### src/rtl/universal_shift_reg.sv
// WIDTH-bit universal shift register: hold, shift, rotate, load and clear, applied
// either directly each cycle or as an automatic N-step burst with busy/done.
module universal_shift_reg #(
    parameter int WIDTH = 8,
    parameter int CNT_W = 4
) (
    input  logic             clk,
    input  logic             rst,
    input  logic [2:0]       mode,
    input  logic [WIDTH-1:0] load_data,
    input  logic             start,
    input  logic [CNT_W-1:0] shift_count,
    input  logic             ser_in_l,
    input  logic             ser_in_r,
    output logic [WIDTH-1:0] q,
    output logic             ser_out_l,
    output logic             ser_out_r,
    output logic             busy,
    output logic             done
);

    typedef enum logic [1:0] {
        S_IDLE = 2'd0,
        S_RUN  = 2'd1,
        S_DONE = 2'd2
    } state_t;

    state_t           state, state_d;
    logic [WIDTH-1:0] q_d;
    logic [CNT_W-1:0] rem, rem_d;
    logic [2:0]       bmode, bmode_d;
    logic             is_burst_mode;

    function automatic logic [WIDTH-1:0] apply_op(
        input logic [2:0]       op,
        input logic [WIDTH-1:0] v,
        input logic [WIDTH-1:0] ld,
        input logic             sl,
        input logic             sr
    );
        apply_op = v;
        case (op)
            3'b001:  apply_op = {v[WIDTH-2:0], sr};
            3'b010:  apply_op = {sl, v[WIDTH-1:1]};
            3'b011:  apply_op = {v[WIDTH-2:0], v[WIDTH-1]};
            3'b100:  apply_op = {v[0], v[WIDTH-1:1]};
            3'b101:  apply_op = ld;
            3'b110:  apply_op = '0;
            default: apply_op = v;
        endcase
    endfunction

    // Only the four shift/rotate modes may be run as a burst.
    assign is_burst_mode = (mode >= 3'b001) && (mode <= 3'b100);

    always_comb begin
        state_d = state;
        q_d     = q;
        rem_d   = rem;
        bmode_d = bmode;
        case (state)
            S_RUN: begin
                q_d   = apply_op(bmode, q, load_data, ser_in_l, ser_in_r);
                rem_d = rem - CNT_W'(1);
                if (rem == CNT_W'(1)) begin
                    state_d = S_DONE;
                end
            end
            default: begin
                // IDLE and DONE accept a new command the same way.
                if (start && is_burst_mode) begin
                    bmode_d = mode;
                    if (shift_count != '0) begin
                        q_d     = apply_op(mode, q, load_data, ser_in_l, ser_in_r);
                        rem_d   = shift_count - CNT_W'(1);
                        state_d = (shift_count > CNT_W'(1)) ? S_RUN : S_DONE;
                    end else begin
                        rem_d   = '0;
                        state_d = S_DONE;
                    end
                end else begin
                    q_d     = apply_op(mode, q, load_data, ser_in_l, ser_in_r);
                    state_d = S_IDLE;
                end
            end
        endcase
    end

    always_ff @(posedge clk) begin
        if (rst) begin
            state <= S_IDLE;
            q     <= '0;
            rem   <= '0;
            bmode <= 3'b000;
        end else begin
            state <= state_d;
            q     <= q_d;
            rem   <= rem_d;
            bmode <= bmode_d;
        end
    end

    assign busy      = (state == S_RUN);
    assign done      = (state == S_DONE);
    assign ser_out_l = q[WIDTH-1];
    assign ser_out_r = q[0];

endmodule

### config.mk
export PLATFORM = sky130hd
export DESIGN_NAME = universal_shift_reg
export DESIGN_NICKNAME = d
export VERILOG_FILES = /design/src/rtl/universal_shift_reg.sv
export SDC_FILE = /design/constraint.sdc
export NUM_CORES = 1
export LEC_CHECK = 0
export ABC_AREA = 1
export BUFFER_PORTS_ARGS = -buffer_cell sky130_fd_sc_hd__buf_2
export CORE_UTILIZATION = 54
export CTS_BUF_LIST = sky130_fd_sc_hd__clkbuf_4
export CTS_CLUSTER_SIZE = 20
export DETAILED_ROUTE_END_ITERATION = 16
export HOLD_SLACK_MARGIN = 0.03
export PLACE_DENSITY = 0.86
export SKIP_CTS_REPAIR_TIMING = 1
export SLEW_MARGIN = 20
export SYNTH_ARGS = -nofsm -noshare
export SYNTH_HDL_FRONTEND = slang
export SYNTH_SLANG_ARGS = --single-unit
### constraint.sdc
create_clock -name clk -period 1.55 [get_ports clk]
set_input_delay 0.0775 -clock clk [delete_from_list [all_inputs] [get_ports clk]]
set_output_delay 0.0775 -clock clk [all_outputs]
set_load 0.01 [all_outputs]
==> impl_metrics.tcl <==
set metrics [dict create \
    slowest_delay_ns 0.46 \
    antennaDiodeCount 0 \
    num_io_pins 32 \
    post-route-period-util_pct 91.1 \
    drt_iter0_drc 77 \
    required_ns 1.78 \
    cap_violations 0 \
    finalClockSkew_ns 0.0123 \
    power_density_mw_per_mm2 734 \
    status "complete, no violations" \
    gp_congestion 0.985 \
    globalRoute.totalOverflow 0 \
    drt-pass1-iter-count 4 \
    antenna_found_initial 0 \
    die_h_um 52.7 \
    cts.sinks 17 \
    rows 18 \
    initial_core_util_pct 56.6 \
    num-nets-final 294 \
    die_area_mm2 0.00278 \
    grt_max_degree 16 \
    crit_chain "nor2_1 -> o211ai_1 -> nand2_1 -> nor2_4 -> nand2_1 -> a21oi_1" \
    vias 1692 \
    cp-start-kind "flop" \
    max_slew_margin_pct 79.6 \
    min_period_ns 1.41 \
    cp_top_family "simple AND/OR/NAND/NOR gates" \
    p_sw_w 0.000463 \
    p_clk_share_pct 21.2 \
    max_freq_mhz 708 \
    ir_drop_uv 579 \
    syn_area_mm2 0.00139 \
    crit_path_end_kind "flop" \
    drt-total-wl_mm 3.80 \
    ys_seq_elements 17 \
    avgSynthCellArea_um2 5.79 \
    numPortBuffers 31 \
    cp_max_fo 8 \
    swShare_pct 39.2 \
    ys_types 26 \
    core_mm2 0.00245 \
    seq_area_frac_synth_pct 24.5 \
    dp_hpwl_mm 2.77 \
    cts_made_buffers 3 \
    antenna_left 0 \
    synth_fp_nets 262 \
    cts_tree "yes" \
    regArea_um2 342 \
    multiInputGateArea_um2 928 \
    setup_tns_ns 0 \
    clockRootBuffer "clkbuf_4" \
    power_frac_comb_pct 34.7 \
    clk_latency_ns 0.30 \
    hp-class "primary input to flop" \
    tightest_slew_ns 0.306 \
    syn_to_final_growth_pct 15.6 \
    wl_per_cell_um 12.6 \
    grt_use_total_pct 30.1 \
    vias_per_cell 5.62 \
    htree_levels 1 \
    crit_path_frequent_cell "nand2_1" \
    grt_first_pass_wirelength_mm 6.21 \
    rsz0062_at_grt "false" \
    grt_pass1_vias 1412 \
    p_int_w 0.000716 \
    leakagePower_nw 0.789 \
    crit_type "flop to flop" \
    arrival_ns 1.64 \
    clkTransAtPathRegs_ns 0.11 \
    timing.final.ws_setup_ns 0.138 \
    path_buf_inv 0 \
    seqPwrFrac_pct 44.1 \
    reg2reg_slack_ns 0.14 \
    slowest_stage "dfxtp_1" \
    die_width_um 52.7 \
    synth.yosys.warnings 0 \
    slew_viol_final 0 \
    fill_cells 250 \
    dpl_worst_slack_ns 0.196 \
    setup_viol 0 \
    drive_gt1_share_pct 19.9 \
    finalHoldViolations 0 \
    cts.path.max_buffers 2 \
    syn-instance-count 240 \
    drc 0 \
]
metal layers:
metal | part of all wire, % | track usage (%)
met1 | 48 | 44.9
met2 | 43 | 44.5
met3 | 7.8 | 4.06
met4 | 1.2 | 7.89
met5 | 0 | 0
worst min-delay path: stages:
cell and delay [ns]:
buf_2 0.10, nand3b_1 0.11, a31oi_1 0.07
kinds of logic (layout without fill, tap and decap cells):
| family | after synthesis | count (layout) | synth area share, % |
|---|---|---|---|
| xor+xnor | 1 | 1 | 0.630 |
| compound gates | 27 | 27 | 10.5 |
| fa+ha+maj | 2 | 2 | 1.80 |
| buf+inv | 29 | 60 | 9.00 |
| simple gates | 164 | 164 | 53.6 |
| flops | 17 | 17 | 24.5 |
sequential cells by signal, summed over array words and instances, names as in the netlist:
signal,flops
bmode,3
q,8
state,2
rem,4
layout by cell type, fill, tap and decap left out, types with 2 or more instances in the layout:
master and count:
ha_1 2, a31oi_1 2, dfxtp_1 16, clkbuf_4 3, inv_2 4, nor2_1 11
nand4_1 23, o21ai_0 8, a21oi_1 12, inv_1 15, o21ai_2 2, buf_2 31
nand2_1 101, nand2_2 2, nand3_1 21, buf_4 6
path summary, 6_finish.rpt:
| check | from | depth (start not counted) | end |
|---|---|---|---|
| max | bmode[0] | 6 | q[6] |
| min | shift_count[0] | 3 | rem[0] |
| max reg2reg | bmode[0] | 6 | q[6] |
| min reg2reg | rem[1] | 2 | rem[1] |
layout make-up:
class | count | area share (%)
clock buffer | 3 | 1.40
clock inverter | 1 | 0.312
inverter | 19 | 4.44
multi-input combinational | 194 | 57.8
sequential | 17 | 21.3
tap | 30 | 2.34
timing repair buffer | 37 | 12.5
Yosys cell counts (all sizes together):
cell    count  area (µm²)
nand3      21         105
dfxtp      17         340
o211ai      1        7.51
clkbuf      3        11.3
nor3        1        5.00
nand2     104         403
ha          2        25.0
nand4      24         165
nor2       13        58.8
a31oi       2        12.5
a211oi      1        7.51
o21ai      11        58.8
nand3b      1        7.51
buf         7        42.5
a21oi      12        60.1
xnor2       1        8.76
inv        19        71.3
power groups by stage:
stage	Sequential [W]	Combinational, W	Clock (W)
floorplan	0.000518	0.000277	0
global route	0.000525	0.000458	0.000269
finish	0.000520	0.000409	0.000250
detailed placement	0.000527	0.000400	0
global placement	0.000526	0.000396	0
CTS	0.000517	0.000403	0.000252
per-stage QoR:
stage                     instances  utilization, %  instance area [µm²]  power, W  hold slack (ns)
after floorplan                 240               -                 1390  0.000795            0.156
after global placement          297            64.1                 1570  0.000923            0.419
after detailed placement        297            64.1                 1570  0.000927            0.417
after CTS                       301            65.2                 1600   0.00117           0.0951
after global routing            301            65.4                 1610   0.00125            0.117
final                           301            65.4                 1610   0.00118           0.0947
Power figures use the tool's default switching activity.
